**src/rtl/game_ctrl.sv**
```systemverilog
// Game-flow sequencer for the dino score datapath: IDLE/CLEAR/RUN/DEAD control,
// score-scaled game tick generation and high-score capture at death.
module game_ctrl #(
    parameter int unsigned TICK_DIV   = 50000,
    parameter int unsigned TICK_STEP  = 4000,
    parameter int unsigned MAX_LEVEL  = 7,
    parameter int unsigned DEATH_HOLD = 3
) (
    input  logic       clock_out,
    input  logic       Rst,
    input  logic       btn_jump,
    input  logic       collision,
    input  logic [3:0] score_units,
    input  logic [3:0] score_tens,
    output logic       score_stop,
    output logic       score_clr,
    output logic       game_tick,
    output logic [1:0] state,
    output logic [2:0] speed_level,
    output logic [3:0] hi_units,
    output logic [3:0] hi_tens,
    output logic       new_record
);
    localparam int unsigned CW = (TICK_DIV > 1) ? $clog2(TICK_DIV) : 1;
    localparam int unsigned HW = $clog2(DEATH_HOLD + 1);
    localparam int unsigned LW = 3;

    typedef enum logic [1:0] {
        IDLE  = 2'd0,
        RUN   = 2'd1,
        DEAD  = 2'd2,
        CLEAR = 2'd3
    } state_e;

    state_e          state_q, state_d;
    logic            btn_prev_q;
    logic [CW-1:0]   cnt_q, cnt_d;
    logic [HW-1:0]   hold_q, hold_d;
    logic [LW-1:0]   speed_q, speed_d;
    logic            tick_q, tick_d;
    logic            stop_q, stop_d;
    logic            clr_q, clr_d;
    logic            nr_q, nr_d;
    logic [3:0]      hi_u_q, hi_u_d;
    logic [3:0]      hi_t_q, hi_t_d;

    logic            jump_edge_c;
    logic            hold_full_c;
    logic            active_q_c;
    logic            active_d_c;
    logic            new_hi_c;
    logic [LW-1:0]   tens_lvl_c;

    // Last counter value of a tick period at the given speed level.
    function automatic logic [CW-1:0] period_m1(input logic [LW-1:0] lvl);
        return CW'(TICK_DIV - 1 - 32'(lvl) * TICK_STEP);
    endfunction

    assign jump_edge_c = btn_jump & ~btn_prev_q;
    assign hold_full_c = (hold_q == HW'(DEATH_HOLD));
    assign active_q_c  = (state_q == RUN) || (state_q == DEAD);
    assign active_d_c  = (state_d == RUN) || (state_d == DEAD);
    assign new_hi_c    = {score_tens, score_units} > {hi_t_q, hi_u_q};
    assign tens_lvl_c  = (32'(score_tens) > MAX_LEVEL) ? LW'(MAX_LEVEL) : LW'(score_tens);

    // Next-state logic.
    always_comb begin
        state_d = state_q;
        unique case (state_q)
            IDLE:    if (jump_edge_c) state_d = CLEAR;
            CLEAR:   state_d = RUN;
            RUN:     if (collision) state_d = DEAD;
            DEAD:    if (hold_full_c && jump_edge_c) state_d = CLEAR;
            default: state_d = IDLE;
        endcase
    end

    // Next values of every registered output and datapath register.
    always_comb begin
        stop_d  = (state_d != RUN);
        clr_d   = (state_d == CLEAR);
        speed_d = active_d_c ? tens_lvl_c : '0;
        cnt_d   = '0;
        hold_d  = hold_q;
        hi_u_d  = hi_u_q;
        hi_t_d  = hi_t_q;
        nr_d    = nr_q;

        if (active_q_c && active_d_c) begin
            cnt_d = (cnt_q >= period_m1(speed_q)) ? '0 : cnt_q + CW'(1);
        end
        // Tick is precomputed against next cycle's count and period so it lands registered.
        tick_d = active_d_c && (cnt_d >= period_m1(speed_d));

        if (state_d == CLEAR) begin
            hold_d = '0;
        end else if ((state_q == DEAD) && tick_q && !hold_full_c) begin
            hold_d = hold_q + HW'(1);
        end

        if ((state_q == RUN) && collision && new_hi_c) begin
            hi_u_d = score_units;
            hi_t_d = score_tens;
            nr_d   = 1'b1;
        end
        if (state_d == CLEAR) begin
            nr_d = 1'b0;
        end
    end

    always_ff @(posedge clock_out or negedge Rst) begin
        if (!Rst) begin
            state_q    <= IDLE;
            btn_prev_q <= 1'b0;
            cnt_q      <= '0;
            hold_q     <= '0;
            speed_q    <= '0;
            tick_q     <= 1'b0;
            stop_q     <= 1'b1;
            clr_q      <= 1'b0;
            nr_q       <= 1'b0;
            hi_u_q     <= '0;
            hi_t_q     <= '0;
        end else begin
            state_q    <= state_d;
            btn_prev_q <= btn_jump;
            cnt_q      <= cnt_d;
            hold_q     <= hold_d;
            speed_q    <= speed_d;
            tick_q     <= tick_d;
            stop_q     <= stop_d;
            clr_q      <= clr_d;
            nr_q       <= nr_d;
            hi_u_q     <= hi_u_d;
            hi_t_q     <= hi_t_d;
        end
    end

    assign state       = state_q;
    assign score_stop  = stop_q;
    assign score_clr   = clr_q;
    assign game_tick   = tick_q;
    assign speed_level = speed_q;
    assign hi_units    = hi_u_q;
    assign hi_tens     = hi_t_q;
    assign new_record  = nr_q;

endmodule

```
**config.mk**
```make
export PLATFORM = sky130hd
export DESIGN_NAME = game_ctrl
export DESIGN_NICKNAME = d
export VERILOG_FILES = /design/src/rtl/game_ctrl.sv
export SDC_FILE = /design/constraint.sdc
export NUM_CORES = 1
export LEC_CHECK = 0
export BUFFER_PORTS_ARGS = -buffer_cell sky130_fd_sc_hd__buf_2
export CORE_MARGIN = 5
export CORE_UTILIZATION = 65
export DETAILED_ROUTE_END_ITERATION = 6
export HOLD_SLACK_MARGIN = 0.05
export PLACE_DENSITY = 0.83
export RECOVER_POWER = 25
export SLEW_MARGIN = 20
export SYNTH_ARGS = -nofsm -noshare
export SYNTH_HDL_FRONTEND = slang
export SYNTH_SLANG_ARGS = --single-unit
```
**constraint.sdc**
```tcl
create_clock -name clock_out -period 9.1 [get_ports clock_out]
set_input_delay 0.455 -clock clock_out [delete_from_list [all_inputs] [get_ports clock_out]]
set_output_delay 0.455 -clock clock_out [all_outputs]
set_load 0.005 [all_outputs]
```
Yosys cells after proc, flatten, opt, wreduce, memory -nomap -nowiden:

Cells that the tools add are included.

* equality and inequality tests: 8
* order comparisons: 4
* reduce and logical (&&, ||, !) cells: 13
* div/mod/pow operators: 0
* add/subtract/negate cells: 4
* bitwise logic cells: 2
* muxes and demuxes: 12
* multipliers: 2
* shifts and indexed selects: 0

Operators by type and width (number)
* $ge 16x16->1: 2
* $mux 16: 2
* $sub 16x15->16 const A: 2
* $mul 3x7->10 const B: 2
* $add 16x1->16 const B: 1
* $eq 2x2->1 const B: 5
* $mux 2: 5
* $gt 8x8->1: 1
* $pmux 2 s4: 1
* $logic_and 1x1->1: 7
* $mux 3: 2
* $eq 2x1->1 const B: 2
* $gt 4x3->1 const B: 1
* $reduce_bool 2->1: 2
* $add 2x1->2 const B: 1
* $logic_not 2->1: 1
* $logic_or 1x1->1: 2
* $mux 1: 2
* $ne 2x1->1 const B: 1
* $and 1x1->1: 1
* $logic_not 1->1: 1
* $not 1->1: 1

* input bits: 12
* memories: 0
* bits in read-only memories: 0
* register bits after elaboration: 36
* latch bits: 0
* word-level logic and storage cells: 56
* output and inout port bits: 17
* memory bits (writable): 0

Logic depth before layout (Yosys ltp):

* depth after elaboration: 12
* gate-level depth with buffers: 24
* depth with buffers taken out: 23

Worst setup path after synthesis:

Ideal clock, no wire load.

* path type: register to register
* from: reg state_q[0] (netlist: state[0])
* to: reg tick_q (netlist: game_tick)
* setup time: 0.141 ns
* slack: 4.058 ns
* arrival time: 4.901 ns
* data required time: 8.959 ns
* buffers on the path: 0
* period minus slack after synthesis: 5.042 ns
* stages on the path, launching flop included: 22
* cell sequence: dfrtp_1 > inv_1 > ha_1 > nor2_1 > o21ai_0 > o21ai_0 > a21oi_1 > ha_1 > o21ai_0 > inv_1 > fa_1 > fa_1 > inv_1 > fa_1 > o21ai_0 > nor4_1 > xor2_1 > ha_1 > and4_1 > a221oi_1 > o311a_1 > a211oi_2

* word-level cells in the longest chain between the ends: 9
* elaborated cells between the ends (all ways): 19
* classes of those cells: add/sub: 1; mul: 1; order compare: 1; eq/ne: 5; mux: 6; reduce/logical: 5

RTL lines
* start: declaration: RTL line 35 `state_e state_q, state_d;`
* start signal: assignment: RTL line 125 `state_q <= state_d;`
* $eq 2x2->1, or another cell as far along: RTL line 69 `unique case (state_q)`
* $pmux 2 s4 *: RTL line 69
* named net state_d[0]: RTL line 35
* $eq 2x1->1 / $eq 2x2->1 (equally long branches): RTL line 62 `assign active_d_c = (state_d == RUN) || (state_d == DEAD);`
* $logic_or 1x1->1 *: RTL line 62
* $mux 3 *: RTL line 82 `speed_d = active_d_c ? tens_lvl_c : '0;`
* named net speed_d[1]: RTL line 39 `logic [LW-1:0] speed_q, speed_d;`
* $mul 3x7->10 *: RTL line 56 `return CW'(TICK_DIV - 1 - 32'(lvl) * TICK_STEP);`
* $sub 16x15->16 *: RTL line 56
* $ge 16x16->1 *: RTL line 93 `tick_d = active_d_c && (cnt_d >= period_m1(speed_d));`
* $logic_and 1x1->1 *: RTL line 93
* named net tick_d: RTL line 40 `logic tick_q, tick_d;`
* end signal: assignment: RTL line 130 `tick_q <= tick_d;`
* end: declaration: RTL line 40

Mark *: on every way through the listed nets, which the timed path passes. The rest lies on a longest branch.
A chain may end at the register's enable or synchronous reset.

Final worst setup path:

Ends and elaborated chain as after synthesis.

==> impl_metrics.py <==
metrics = {
    "run_status": {
        "status": "complete, but fails checks",
        "violations": "capacitance limit, slew limit",
    },
    "finish": {
        "finalNonFillerCells": 419,
        "final_cell_mix": "ha_1, nor2_1, dfrtp_1",
        "nets": 440,
        "area_growth_pct": 9.40,
        "mostFrequentLayoutCell": "ha_1",
        "diodes": 0,
        "drive_gt1_share_pct": 10.7,
    },
    "clocking": {
        "cts-root-buf": "clkbuf_8",
        "htreeDepth": 2,
        "clock_latency_ps": 280,
        "cts_tree": "done",
        "cts.sinks": 36,
        "clk_pin_slew_ps": 70,
        "postCtsSetupBuffers": 0,
        "numCtsBuffers": 5,
        "clockBufferDepth": 2,
        "cts_resized": 0,
        "ctsHoldBuffers": 0,
    },
    "detailed_routing": {
        "wl_per_cell_um": 14.6,
        "dr_total_vias": 2376,
        "drc": 0,
        "via_per_inst": 5.67,
        "drtAntennaViolNets": 0,
        "drtIter0Drc": 150,
        "first_pass_iters": 4,
        "wl_um": 6110,
    },
    "yosys": {
        "synth_cells": 333,
        "synth_top_family_by_area": "adder cells",
        "synth_edf_count": 0,
        "yosys.area_share.simple_pct": 14.4,
        "ys_ff_latch": 36,
        "yosysTopAreaCell": "dfrtp_1",
        "synth-compound-area-share_pct": 13.0,
        "synth_area_leaders": "dfrtp_1, ha_1, xnor2_1",
        "async_reset_ff_share_pct": 100,
        "ys_seq_area_share_pct": 29.3,
        "synth_flop_cell": "dfrtp_1",
        "synth_mux_area_share_pct": 1.34,
        "syn_area_sq_um": 3080,
        "synth_xor_xnor_area_share_pct": 9.40,
        "yosysUniqueCellTypes": 43,
        "synth_top_area_share_pct": 28.5,
        "synth_nets": 409,
        "synth_fa_ha_area_share_pct": 28.1,
        "yosysWarnings": 0,
        "avgSynthCellArea_sq_um": 9.24,
    },
    "min_path": {
        "min_path_type": "in -> reg",
        "hold_path_depth": 1,
        "min_from": "btn_jump",
    },
    "place": {
        "dpl.cell_count": 411,
        "place_congestion": 0.909,
        "port_buffers": 28,
        "hpwlAfterDp_um": 4990,
    },
    "sta": {
        "setup_viol": 0,
        "max_freq_ghz": 0.174,
        "post-route-period-util_pct": 63.3,
        "hold_viol": 0,
        "finalSetupTns_ps": 0,
        "layout_min_cycle_time_ps": 5760,
        "finClkSkew_ps": 4.63,
        "worst_pin_slew_ps": 1910,
        "grt_setup_unrepaired": "false",
        "report.final.slew_viol_count": 37,
        "slew_headroom_pct": -27.1,
    },
    "die": {
        "die_area_sq_um": 6210,
        "dieHeight_um": 78.8,
        "core_sq_um": 4660,
        "io_pins": 29,
        "core.rowCount": 25,
        "initial_utilization_pct": 66.0,
        "die_w_um": 78.8,
    },
    "critical_path": {
        "arrival_ps": 5900,
        "reg2regPathDepth": 21,
        "worstPathRequired_ps": 9250,
        "path_class": "reg -> reg",
        "r2r-start": "state[0]",
        "critical_path.startpoint": "state[0]",
        "path_max_fanout": 6,
        "start_kind": "flop",
        "cp-end-kind": "flop",
    },
    "global_route": {
        "grt_max_degree": 37,
        "antenna_found_initial": 0,
        "grt_usage_pct": 21.2,
        "grt_pass1_wl_um": 10500,
        "grt_overflow": 0,
        "first_global_vias": 2353,
    },
    "job": {
        "cap_violations": 1,
    },
}
## cell type report
cell class | instances | area (sq um)
timing repair buffer | 28 | 138
tap | 54 | 67.6
clock inverter | 2 | 35.0
fill | 364 | 1300
multi-input combinational | 263 | 2040
sequential | 36 | 902
clock buffer | 6 | 72.6
inverter | 30 | 113
## kinds of logic after synthesis
kind of cell,count (synthesis)
xor+xnor,33
fa+ha+maj,65
simple gates,97
compound gates,64
buf+inv,34
mux,4
flops,36
## cells in the mapped netlist, types with 4 or more instances
cell type  number
o21a_1          4
fa_1            7
nor2_1         42
ha_1           57
o21ai_0        20
a21oi_1        17
xnor2_1        20
inv_1          30
xor2_1         13
a21o_1          5
nand4_1         8
nand2_1        24
dfrtp_1        35
nand3_1         7
## layer usage
layer / vias up / routed length [um] / GRT usage (%) / part of all wire, %
met3: 4 / 179 / 4.65 / 2.9
met2: 33 / 3030 / 37.1 / 50
li1: 1204 / - / - / -
met5: - / 0 / 0 / 0
met4: 0 / 29 / 4.55 / 0.47
met1: 1135 / 2870 / 26.7 / 47
## final timing paths
path,slack (ps),endpoint
max,3340,game_tick
min,290,btn_prev_q
max reg2reg,3340,game_tick
min reg2reg,500,cnt_q[0]
max in group asynchronous,7320,hi_units[1]
min in group asynchronous,690,speed_level[0]
## stage by stage
stage	area (sq um)	hold slack, ps	util (%)	setup slack, ps
floorplan	3080	159	-	4060
CTS	3370	282	72.2	3330
detailed placement	3260	492	69.9	3350
global route	3360	292	72.2	2900
finish	3360	289	72.2	3340
global placement	3260	479	69.9	3470
## critical path: stages, from the launching register on
cell and delay, ps:
dfrtp_1 440, inv_1 120, ha_1 210, nor2_1 60, o21ai_0 120, o21ai_0 100, a21oi_1 260, ha_1 330
o21ai_0 310, inv_1 280, fa_1 700, fa_1 230, inv_1 60, fa_1 490, o21ai_0 120, nor4_1 340
xor2_1 190, ha_1 280, and4_1 230, a221oi_1 430, o311a_1 260, a211oi_2 50
## flip-flops by register name, summed over array words and instances (netlist names)
register / count
btn_prev_q: 1
cnt_q: 16
game_tick: 1
hi_tens: 4
hi_units: 4
hold_q: 2
new_record: 1
score_clr: 1
score_stop: 1
speed_level: 3
state: 2
Power is not shown: default switching activity piles up to over one toggle a cycle in this logic, so the estimate is an artifact.
